**src/rtl/countdown_timer.sv**
```systemverilog
// countdown_timer: loadable down-counter with start/pause control, a
// one-cycle done pulse at terminal count and optional automatic reload.
// Load values above MAX_VAL are clamped and flagged with a load_err pulse.
module countdown_timer #(
    parameter int WIDTH   = 4,
    parameter int MAX_VAL = 13
) (
    input  logic             clk,
    input  logic             reset,
    input  logic             load,
    input  logic [WIDTH-1:0] data_in,
    input  logic             start,
    input  logic             pause,
    input  logic             auto_reload,
    output logic [WIDTH-1:0] data_out,
    output logic             busy,
    output logic             done,
    output logic             load_err
);

    localparam logic [WIDTH-1:0] MAX_W  = WIDTH'(MAX_VAL);
    localparam logic [WIDTH-1:0] ZERO_W = {WIDTH{1'b0}};
    localparam logic [WIDTH-1:0] ONE_W  = {{(WIDTH-1){1'b0}}, 1'b1};

    typedef enum logic [0:0] {
        ST_IDLE = 1'b0,
        ST_RUN  = 1'b1
    } state_t;

    state_t           r_state;
    state_t           w_state_nxt;
    logic [WIDTH-1:0] r_count;
    logic [WIDTH-1:0] w_count_nxt;
    logic [WIDTH-1:0] r_reload;
    logic [WIDTH-1:0] w_reload_nxt;
    logic             r_busy;
    logic             w_busy_nxt;
    logic             r_done;
    logic             w_done_nxt;
    logic             r_load_err;
    logic             w_load_err_nxt;

    // State, count, reload value and registered outputs; reset clears everything.
    always_ff @(posedge clk) begin
        if (reset) begin
            r_state    <= ST_IDLE;
            r_count    <= ZERO_W;
            r_reload   <= ZERO_W;
            r_busy     <= 1'b0;
            r_done     <= 1'b0;
            r_load_err <= 1'b0;
        end else begin
            r_state    <= w_state_nxt;
            r_count    <= w_count_nxt;
            r_reload   <= w_reload_nxt;
            r_busy     <= w_busy_nxt;
            r_done     <= w_done_nxt;
            r_load_err <= w_load_err_nxt;
        end
    end

    // Next state and next count/reload; load beats start, start beats pause.
    always_comb begin
        w_state_nxt    = r_state;
        w_count_nxt    = r_count;
        w_reload_nxt   = r_reload;
        w_done_nxt     = 1'b0;
        w_load_err_nxt = 1'b0;
        if (load) begin
            // Load always returns to IDLE, aborting any run in progress.
            if (data_in > MAX_W) begin
                w_count_nxt    = MAX_W;
                w_reload_nxt   = MAX_W;
                w_load_err_nxt = 1'b1;
            end else begin
                w_count_nxt    = data_in;
                w_reload_nxt   = data_in;
                w_load_err_nxt = 1'b0;
            end
            w_state_nxt = ST_IDLE;
        end else begin
            case (r_state)
                ST_IDLE: begin
                    if (start) begin
                        // Starting from zero has nothing to count: report done at once.
                        if (r_count == ZERO_W) begin
                            w_done_nxt = 1'b1;
                        end else begin
                            w_state_nxt = ST_RUN;
                        end
                    end else begin
                        w_state_nxt = ST_IDLE;
                    end
                end
                ST_RUN: begin
                    if (pause) begin
                        w_count_nxt = r_count;
                    end else if (r_count > ONE_W) begin
                        w_count_nxt = r_count - ONE_W;
                    end else if (r_count == ONE_W) begin
                        w_done_nxt = 1'b1;
                        if (auto_reload && (r_reload != ZERO_W)) begin
                            w_count_nxt = r_reload;
                        end else begin
                            w_count_nxt = ZERO_W;
                            w_state_nxt = ST_IDLE;
                        end
                    end else begin
                        // RUN with a zero count cannot arise; fall back to IDLE.
                        w_state_nxt = ST_IDLE;
                    end
                end
                default: begin
                    w_state_nxt = ST_IDLE;
                    w_count_nxt = ZERO_W;
                end
            endcase
        end
    end

    // Registered busy mirrors the state being entered on this edge.
    always_comb begin
        if (w_state_nxt == ST_RUN) begin
            w_busy_nxt = 1'b1;
        end else begin
            w_busy_nxt = 1'b0;
        end
    end

    assign data_out = r_count;
    assign busy     = r_busy;
    assign done     = r_done;
    assign load_err = r_load_err;

endmodule

```
**config.mk**
```make
export PLATFORM = sky130hd
export DESIGN_NAME = countdown_timer
export DESIGN_NICKNAME = d
export VERILOG_FILES = /design/src/rtl/countdown_timer.sv
export SDC_FILE = /design/constraint.sdc
export NUM_CORES = 1
export LEC_CHECK = 0
export BUFFER_PORTS_ARGS = -buffer_cell sky130_fd_sc_hd__clkbuf_2
export CORE_AREA = 5 5 42 44
export DETAILED_ROUTE_END_ITERATION = 10
export DIE_AREA = 0 0 47 49
export PLACE_DENSITY = 0.68
export SETUP_SLACK_MARGIN = 0.15
export SYNTH_ARGS = -nofsm -noshare
export SYNTH_HDL_FRONTEND = slang
export SYNTH_SLANG_ARGS = --single-unit
export TNS_END_PERCENT = 20
```
**constraint.sdc**
```tcl
create_clock -name clk -period 1.89 [get_ports clk]
set_clock_uncertainty 0.1 [all_clocks]
set_input_delay 0.189 -clock clk [delete_from_list [all_inputs] [get_ports clk]]
set_output_delay 0.189 -clock clk [all_outputs]
set_load 0.005 [all_outputs]
```
Yosys cells after proc, flatten, opt, wreduce, memory -nomap -nowiden. Cells that the tools add are included.

Register bits after elaboration: 12. Output and inout bits: 7. Logic and storage cells: 44. Input port bits: 10.

Equal/unequal tests: 2. Bitwise gates (word level): 2. Muxes and demuxes: 23. Add/subtract/negate cells: 1. Order comparisons: 2. Reduce and logical (&&, ||, !) cells: 8.

Operators by type and width (count): 4-bit two-way mux (7); 1-bit two-way mux (14); 4-bit by 1-bit equality test with 1-bit output, second input constant (1); 4-bit by 1-bit greater-than comparator with 1-bit output, second input constant (1); 4-bit greater-than comparator, second input constant (1); 4-bit logical NOT (1); 1-bit one-hot mux with 2 select lines (2); 4-bit nonzero test (1); 2-bit OR reduction (2); 4-bit by 1-bit subtractor with 4-bit output, second input constant (1); 3-bit AND reduction (1); 3-bit nonzero test (1); 2-bit != test, second input constant (1); 1-bit NOT (2); 2-bit nonzero test (1); 1-bit logical AND (1).

Logic depth before layout (Yosys ltp). Gate-level depths: netlist of the first run.

Depth in word-level cells: 9. Mapped depth: 7. Mapped depth without buffers: 7.

Least setup slack after synthesis of the first run. Ideal clock, no wire load.

Path kind: register -> register. Start: register r_count[0] (netlist: data_out[0]). End: register r_count[1] (netlist: data_out[1]). Path buffers: 0. Period minus slack after synthesis: 1.707 ns. Setup time: 0.116 ns. Slack: 0.183 ns. Stages on the path, launching flop included: 6. Data arrival time: 1.491 ns. Required time: 1.674 ns. Cells stage by stage: dfxtp_1 > inv_1 > ha_1 > a311oi_4 > o211ai_1 > a31o_2.

Longest elaborated chain between the ends: 5. Elaborated cells between the ends (all ways): 9. Classes of those cells: 1 x add/sub; 1 x order compare; 1 x eq/ne; 4 x mux; 2 x reduce/logical.

RTL lines: start: declaration (RTL line 32) `logic [WIDTH-1:0] r_count;`; start signal: assignment (RTL line 54) `r_count <= w_count_nxt;`; 4-bit by 1-bit subtractor with 4-bit output or 4-bit by 1-bit greater-than comparator with 1-bit output (tied branches) (RTL line 99, 98); 4-bit two-way mux (RTL line 98) `end else if (r_count > ONE_W) begin`; 4-bit two-way mux (RTL line 96) `if (pause) begin`; 4-bit two-way mux (RTL line 82) `case (r_state)`; 4-bit two-way mux (RTL line 69) `if (load) begin`.

Parallel ways exist; a longest one is shown, timed or not. The select of a mux whose other input is x is not followed. A chain may end at the register's enable or synchronous reset.

Worst setup path after layout of the first run.
Start: register r_count[0] (netlist: data_out[0]). End: register r_count[3] (netlist: data_out[3]).

Same word-level chain as after synthesis.

==> reports/qor.yml, run 1 <==
fp.coreArea_um2: 1400
cts-root-buf: "clkbuf_4"
crit_arrival_ns: 1.80
die_x_um: 47
num_antenna_cells: 0
cts_tree: "yes"
synth_compound_area_share_pct: 24.7
dieArea_um2: 2300
finalPower_w: 0.000566
ys_ff_latch: 11
routed_via_density: 5.77
routed_wl_um: 1660
cts_buffer_depth: 2
yosysWarnings: 0
dr.pass1.iters: 4
drc: 0
power_density_nw_per_um2: 693
synth_top_area_share_pct: 36.3
synth.area.mux_share_pct: 0
placementRows: 14
cts_sinks: 11
ant_nets: 0
cellInternalPower_w: 0.000389
max_cap_violations: 0
start_kind: "flop"
status: "complete, no violations"
setup_viol: 0
fin_hold_ws_ns: 0.0457
ys_types: 29
cts_buffers: 3
ioPinCount: 17
path_cells: "inv_1 -> ha_4 -> nor2_2 -> nor3_1 -> buf_4 -> a211oi_4 -> o21ai_0 -> a31oi_1"
nNetsFinal: 111
synth_xor_area_share_pct: 0
place_congestion: 0.813
p_sw_share_pct: 31.3
slew_viol_final: 0
drt_iter0_drc: 28
cp_slowest_stage_delay_ns: 0.38
max_freq_mhz: 590
grt_usage_pct: 15.5
synth_top_family_by_area: "simple AND/OR/NAND/NOR gates"
path_class: "flop to flop"
final_cell_mix: "clkbuf_2 (16), nand2_1 (9), dfxtp_1 (9)"
grt_pass1_vias: 635
synth.cell_area_um2: 607
fin_tns_setup_ns: 0
switchingPower_w: 0.000177
grt-ovfl-total: 0
initial_core_util_pct: 43.3
ys_top_cells_by_area: "dfxtp_1 (36%), a21oi_1 (5.8%), nand2_1 (5.6%)"
syn_nets: 88
vias: 658
grt_pass1_wl_um: 2620
power_frac_seq_pct: 45.6
synth-adder-area-share_pct: 4.12
path_clk_slew_ns: 0.07
final_common_cell: "clkbuf_2"
synthCells: 76
drive_gt1_share_pct: 36.7
pwr-share-clk_pct: 29.4
antenna_found_initial: 0
finalCriticalPeriod_ns: 1.70
wl_per_cell_um: 14.6
areaGrowthSynthToFinish_pct: 34.6
grt_max_degree: 15
avgSynthCellArea_um2: 7.98
synth-simple-area-share_pct: 29.9
tightest_slew_ns: 0.472
worst-path-max-fanout: 7
post_cts_buffers: 0
hold_violations: 0
place_inst: 109
critPathSlowestCell: "dfxtp_2"
die_h_um: 49
fin_crit_sh_pct: 89.7
leakage_nw: 0.317
insertion_delay_ns: 0.27
synth_area_leader_cell: "dfxtp_1"
max_slew_margin_pct: 68.3
end_kind: "flop"
rr_startpoint: "data_out[0]"
io_buffer_count: 16
hold_path.class: "primary input to flop"
crit_required_ns: 1.99
irDropWorstVdd_mv: 0.563
yosysSeqAreaShare_pct: 36.3
hold_path.startpoint: "data_in[1]"
dp_hpwl_um: 1140
rsz0062_at_grt: "yes"
cts_max_level: 1
finish.utilization_pct: 58.3
critPathLaunch: "data_out[0]"
fin_cells: 114
comb_power_share_pct: 25.0
[worst max-delay path, delay by kind of cell (launching register included)]
kind / cells / cell delay [ns]
AOI/OAI and AO/OA: 3 / 0.51
adders and majority gates: 1 / 0.20
buffers and inverters: 2 / 0.25
DFF: 1 / 0.38
and+or+nand+nor: 2 / 0.18
[path summary, 6_finish.rpt]
path              slack, ns           to  cells past startpoint
hold reg to reg        0.39  r_reload[1]                      2
setup reg to reg       0.19  data_out[3]                      8
setup / recovery       0.19  data_out[3]                      8
hold / removal         0.05     load_err                      3
[routing by layer]
layer  global-route usage [%]  vias to the layer above  routed length (um)
met3                     4.43                        5                 137
met1                     20.1                      298                 699
met2                     22.9                       31                 793
met4                     6.91                        0                  32
li1                         -                      324                   -
met5                        0                        -                   0
[timing repair]
action / CTS / global route
pin swaps: 1 / 2
hold buffers: 0 / 0
cloned: 1 / 0
resized for setup: 3 / 9
endpoints found under the setup margin: 4 / 5
[stage by stage]
| step | area (um^2) | worst slack (ns) |
|---|---|---|
| after floorplan | 607 | 0.183 |
| after global placement | 722 | 0.0244 |
| after detailed placement | 722 | 0.0400 |
| after CTS | 772 | 0.126 |
| after global routing | 817 | 0.0876 |
| final | 817 | 0.195 |
[cell type report]
type | count | area, um^2
inverters | 6 | 22.5
clock buffers | 4 | 26.3
well taps | 16 | 20.0
fillers | 129 | 584
repair buffers | 19 | 103
multi-input cells | 58 | 423
flip-flops and latches | 11 | 223
[kinds of logic (layout without fill, tap and decap cells)]
family | Yosys count | in the layout
AO/OA/AOI/OAI | 21 | 22
adder cells (fa/ha/maj) | 2 | 2
buffers and inverters | 8 | 29
flip-flops | 11 | 11
AND/OR/NAND/NOR | 34 | 34
[flip-flops by register name, summed over array words and instances, names as in the netlist]
name,flops
data_out,4
r_reload,4
done,1
load_err,1
r_state,1
[power by group through the flow]
stage          Sequential (W)  Clock (W)  Combinational [W]
2_1_floorplan        0.000262          0          0.0000661
3_3_place_gp         0.000261          0           0.000113
3_5_place_dp         0.000261          0           0.000114
4_1_cts              0.000256   0.000169           0.000123
5_1_grt              0.000260   0.000180           0.000154
6_report             0.000258   0.000167           0.000142
[cells in the mapped netlist]
cell type	number
a31o_2	1
ha_1	2
o21ai_1	1
a311oi_1	1
and3_2	1
nor4_1	3
nand2b_1	3
nor4b_1	1
o211ai_1	2
o22ai_1	1
nor2_2	1
nor3_1	2
nand2_1	9
nand3b_1	1
nand3_1	4
a311oi_4	1
clkbuf_1	2
nor2_1	6
o21ai_0	2
dfxtp_1	11
or2_2	1
inv_1	6
a211oi_1	1
o21a_1	1
a21oi_1	7
a31oi_1	2
nor3b_2	1
a21boi_0	1
nand4b_1	1
No activity file was read; power rests on OpenSTA's default activity.
==> run 2, diff against run 1 <==
--- a/config.mk
+++ b/config.mk
@@ -5,11 +5,12 @@
 export SDC_FILE = /design/constraint.sdc
 export NUM_CORES = 1
 export LEC_CHECK = 0
+export ABC_AREA = 1
 export BUFFER_PORTS_ARGS = -buffer_cell sky130_fd_sc_hd__clkbuf_2
-export CORE_AREA = 5 5 42 44
+export CORE_MARGIN = 5
+export CORE_UTILIZATION = 50
 export DETAILED_ROUTE_END_ITERATION = 10
-export DIE_AREA = 0 0 47 49
-export PLACE_DENSITY = 0.68
+export PLACE_DENSITY = 0.73
 export SETUP_SLACK_MARGIN = 0.15
 export SYNTH_ARGS = -nofsm -noshare
 export SYNTH_HDL_FRONTEND = slang
==> run 2 against run 1 <==
  * First-iteration DRC count down 50%
  * Critical path type unchanged
  * Hold slack better by 0.066 ns
  * Largest cell class unchanged
  * Critical path depth is 2 higher
  * Sequential share of layout area grew 0.90 points
  * Flip-flop and latch count unchanged
==> reports/qor.yml, run 2 <==
status: "complete, no violations"
rsz0062_at_grt: "no"
vias: 694
synth_flop_cell: "dfxtp_1"
die_x_um: 46.7
nNetsFinal: 129
drt_iter0_drc: 14
crit_arrival_ns: 1.57
fin_area_um2: 782
crit_required_ns: 1.96
leakage_nw: 0.403
slew_viol_final: 0
synthCells: 98
grt_pass1_wl_um: 2730
end_kind: "flop"
placementRows: 13
comb_power_share_pct: 25.1
max_slew_margin_pct: 79.4
drive_gt1_share_pct: 28.4
power_density_nw_per_um2: 715
switchingPower_w: 0.000182
fin_hold_ws_ns: 0.112
ys_types: 23
final_cell_mix: "inv_1 (18), nand2_1 (16), clkbuf_2 (16)"
post_cts_buffers: 0
dp_hpwl_um: 1300
path_class: "flop to flop"
areaGrowthSynthToFinish_pct: 16.4
nFillCells: 137
wl_per_cell_um: 12.7
drc: 0
cts_max_level: 1
worst-path-max-fanout: 5
num_antenna_cells: 0
cts_sinks: 11
irDropWorstVdd_mv: 0.513
dieArea_um2: 2180
post-synth-top-count-cell: "inv_1"
dp_slack_ns: 0.397
cts_tree: "yes"
ant_nets: 0
fin_tns_setup_ns: 0
cts_buffer_depth: 2
routed_wl_um: 1660
io_buffer_count: 16
synth.cell_area_um2: 672
hold_violations: 0
place_congestion: 0.889
yosysWarnings: 0
finalCriticalPeriod_ns: 1.50
grt_max_degree: 10
routed_via_density: 5.30
ctsHoldBuffers: 0
ioPinCount: 17
dr.pass1.iters: 4
multi_input_area_um2: 353
fp.coreArea_um2: 1280
start_kind: "flop"
syn_nets: 110
grt-ovfl-total: 0
grt_usage_pct: 17.6
die_h_um: 46.7
path_clk_slew_ns: 0.07
pwr-share-clk_pct: 28.5
antenna_found_initial: 0
insertion_delay_ns: 0.27
synth_common_cells: "inv_1 (18), nand2_1 (16), nand3_1 (13)"
power_frac_seq_pct: 46.3
p_sw_share_pct: 32.5
grt_pass1_vias: 684
async_reset_ff_share_pct: 0
synth_edf_count: 0
avgSynthCellArea_um2: 6.86
cellInternalPower_w: 0.000377
hold_path.class: "primary input to flop"
max_cap_violations: 0
setup_viol: 0
synth_area_leader_cell: "dfxtp_1"
cts_buffers: 3
yosysSeqAreaShare_pct: 32.8
seqCellArea_um2: 220
placed_area_um2: 754
max_freq_mhz: 665
cts_resized: 0
tightest_slew_ns: 0.307
fin_crit_sh_pct: 79.6
ys_top_cells_by_area: "dfxtp_1 (33%), inv_1 (10%), nand3_1 (9.7%)"
final_common_cell: "inv_1"
synth_top_area_share_pct: 32.8
setup_ws_ns: 0.386
initial_core_util_pct: 52.3
finish.utilization_pct: 60.9
cts-root-buf: "clkbuf_4"
ys_ff_latch: 11
-- run 2: critical path, stage by stage, from the launching register on --
cell	delay [ns]
dfxtp_1	0.38
inv_1	0.09
ha_1	0.24
inv_1	0.09
nand3_2	0.10
nand2_4	0.11
nand2_2	0.07
o21ai_1	0.11
inv_1	0.05
nand2_1	0.05
inv_1	0.03
-- run 2: cell families after synthesis --
logic type               synth area share [%]
AO/OA/AOI/OAI                            15.1
flip-flops                               32.8
buffers and inverters                    14.7
AND/OR/NAND/NOR                          33.7
adder cells (fa/ha/maj)                  3.72
-- run 2: power by group through the flow --
stage | Clock (W) | Combinational (W) | Sequential, W
2_1_floorplan | 0 | 0.000102 | 0.000262
3_3_place_gp | 0 | 0.000136 | 0.000264
3_5_place_dp | 0 | 0.000138 | 0.000264
4_1_cts | 0.000169 | 0.000139 | 0.000259
5_1_grt | 0.000181 | 0.000158 | 0.000261
6_report | 0.000160 | 0.000141 | 0.000259
-- run 2: layout make-up --
class,instances,area share [%]
clock buffer,3,2.88
clock inverter,1,0.640
inverter,22,10.6
multi-input combinational,63,45.1
sequential,11,28.2
tap,15,2.40
timing repair buffer,16,10.2
-- run 2: metrics by stage --
stage | std cells | power, W
6_report | 131 | 0.000559
5_1_grt | 131 | 0.000600
4_1_cts | 131 | 0.000567
3_5_place_dp | 127 | 0.000403
3_3_place_gp | 127 | 0.000399
2_1_floorplan | 98 | 0.000364
-- run 2: final timing paths --
| kind | slack [ns] | start | cells after the start | endpoint |
|---|---|---|---|---|
| max | 0.39 | data_out[1] | 10 | data_out[1] |
| min | 0.11 | start | 3 | done |
| max reg2reg | 0.39 | data_out[1] | 10 | data_out[1] |
| min reg2reg | 0.40 | r_reload[2] | 2 | r_reload[2] |
-- run 2: layer usage --
layer  GRT usage, %  wire (um)  part of all wire [%]
met5              0          0                     0
met3           4.69         91                   5.5
met2           28.3        789                    48
met1           21.8        759                    46
met4           7.73         19                   1.1
==> run 3, diff against run 2 <==
--- a/config.mk
+++ b/config.mk
@@ -5,12 +5,12 @@
 export SDC_FILE = /design/constraint.sdc
 export NUM_CORES = 1
 export LEC_CHECK = 0
-export ABC_AREA = 1
+export ABC_AREA = 0
 export BUFFER_PORTS_ARGS = -buffer_cell sky130_fd_sc_hd__clkbuf_2
 export CORE_MARGIN = 5
-export CORE_UTILIZATION = 50
+export CORE_UTILIZATION = 44
 export DETAILED_ROUTE_END_ITERATION = 10
-export PLACE_DENSITY = 0.73
+export PLACE_DENSITY = 0.69
 export SETUP_SLACK_MARGIN = 0.15
 export SYNTH_ARGS = -nofsm -noshare
 export SYNTH_HDL_FRONTEND = slang
==> constraint.sdc (replaced) <==
create_clock -name clk -period 1.25 [get_ports clk]
set_clock_uncertainty 0.1 [all_clocks]
set_input_delay 0.125 -clock clk [delete_from_list [all_inputs] [get_ports clk]]
set_output_delay 0.125 -clock clk [all_outputs]
set_load 0.005 [all_outputs]
==> run 3 against run 2 <==
  * Highest routed layer unchanged
  * Critical path depth shrank 5
  * Largest power group unchanged
  * Critical path type unchanged
  * Final area rose by 21%
  * Sequential power rose by 49%
  * Clock-buffer cell count up 1
  * First-iteration DRC count grew 29%
  * Via count up 2.0%
  * Critical endpoint unchanged
  * Core utilization is 12 points higher
  * Hold slack got worse by 0.086 ns
  * Clock power is 50% higher
  * Register-to-register slack got worse by 0.69 ns
  * The run now ends with setup timing left
  * Flip-flop and latch count unchanged
  * Non-clock buffer count up 17
==> reports/qor.yml, run 3 (synthesis results as in run 1) <==
status: "finished, violations left"
violations: "setup timing"
routed_via_density: 5.57
finalCriticalPeriod_ns: 1.55
dp_hpwl_um: 1280
leakage_nw: 0.390
power_density_nw_per_um2: 934
grt_pass1_vias: 699
end_kind: "flop"
cts_sinks: 11
setup_viol: 6
cts_tree: "yes"
cts_buffer_depth: 2
num_antenna_cells: 0
crit_required_ns: 1.31
dieArea_um2: 2220
cts_max_level: 1
finish.utilization_pct: 72.8
drive_gt1_share_pct: 48.2
die_x_um: 47.1
wl_met3_um: 124
path_clk_slew_ns: 0.07
worst-r2r-cell-count: 5
grt_usage_pct: 18.6
fin_area_um2: 947
routed.top_layer: "met4"
hold_violations: 0
max_slew_margin_pct: 77.8
cts_buffers: 3
slew_viol_final: 0
rr_startpoint: "data_out[0]"
dp_slack_ns: -0.406
path_class: "flop to flop"
grt-ovfl-total: 0
critPathSlowestCell: "dfxtp_4"
route.met2.wl_um: 834
place_congestion: 0.909
setup_ws_ns: -0.303
crit_arrival_ns: 1.61
rsz0062_at_grt: "yes"
io_buffer_count: 16
cp_slowest_stage_delay_ns: 0.38
drt_iter0_drc: 18
r2r_end: "data_out[1]"
hold_path.startpoint: "data_in[2]"
antenna_found_initial: 0
nFillCells: 102
fp.coreArea_um2: 1300
seqCellArea_um2: 226
multi_input_area_um2: 437
max_freq_mhz: 644
tightest_slew_ns: 0.330
routed_wl_um: 1710
nNetsFinal: 125
path_cells: "inv_2 -> ha_4 -> a311oi_4 -> o211ai_1 -> a31o_2"
ant_nets: 0
ioPinCount: 17
worstSetupEndpoint: "data_out[1]"
initial_core_util_pct: 46.6
hold_path.class: "primary input to flop"
fin_hold_ws_ns: 0.0264
final_cell_mix: "clkbuf_2 (16), buf_4 (15), nand2_1 (9)"
fin_crit_sh_pct: 124
r2r_slack_ns: -0.30
drc: 0
irDropWorstVdd_mv: 0.816
insertion_delay_ns: 0.27
areaGrowthSynthToFinish_pct: 56.1
max_cap_violations: 0
start_kind: "flop"
vias: 708
worst-path-max-fanout: 5
wl_met1_um: 729
die_h_um: 47.1
final_common_cell: "clkbuf_2"
grt_pass1_wl_um: 2870
grt_max_degree: 11
placed_area_um2: 853
placementRows: 13
wl_per_cell_um: 13.5
critPathLaunch: "data_out[0]"
cts-root-buf: "clkbuf_4"
dr.pass1.iters: 4
[run 3: changes by cell type in the layout (fill, tap and decap cells not counted), moves of 4 or more]
cell | previous run | this run
a21oi_1 | 3 | 7
buf_4 | 0 | 15
inv_1 | 18 | 3
nand2_1 | 16 | 9
nand3_1 | 13 | 4
[run 3: critical path: cells and delay by family, from the launching register on]
family,cells,cell delay [ns]
adders and majority gates,1,0.18
buffers and inverters,1,0.05
DFF,1,0.38
AOI/OAI and AO/OA,3,0.75
[run 3: layer usage]
metal / vias to the layer above / global-route usage (%)
met3: 4 / 4.98
met2: 26 / 31.2
met5: - / 0
li1: 352 / -
met1: 326 / 20.4
met4: 0 / 12.2
[run 3: final cells by class]
type / count / area share [%]
repair buffers: 33 / 22.6
flip-flops and latches: 11 / 23.9
multi-input cells: 58 / 46.1
inverters: 6 / 2.64
well taps: 15 / 1.98
clock buffers: 4 / 2.77
[run 3: what timing repair did]
action	CTS	global route
gates resized for setup	8	4
pin swaps	4	4
cloned	1	0
endpoints found under the hold margin	1	0
setup buffers	0	0
setup endpoints to repair	8	10
hold buffers	1	0
[run 3: how the worst min path moves through the flow]
stage | slack (ns) | endpoint | cells past startpoint
2_1_floorplan | 0.15 | load_err | 2
3_3_place_gp | 0.27 | load_err | 3
3_5_place_dp | 0.28 | load_err | 3
4_1_cts | 0.02 | load_err | 3
5_1_grt | 0.05 | load_err | 3
6_report | 0.03 | load_err | 3
[run 3: power breakdown]
part	internal (W)	leakage, nW	switching [W]	total [W]
Sequential	0.000370	0.0918	0.0000145	0.000385
Combinational	0.000126	0.283	0.000133	0.000259
Clock	0.000123	0.0150	0.000117	0.000240
Total	0.000620	0.390	0.000265	0.000885
[run 3: stage by stage]
step | power [W] | instances | setup TNS (ns)
3_5_place_dp | 0.000616 | 121 | -1.76
6_report | 0.000885 | 127 | -1.27
3_3_place_gp | 0.000611 | 121 | -1.62
5_1_grt | 0.000937 | 127 | -1.77
2_1_floorplan | 0.000510 | 76 | -1.24
4_1_cts | 0.000892 | 127 | -1.25
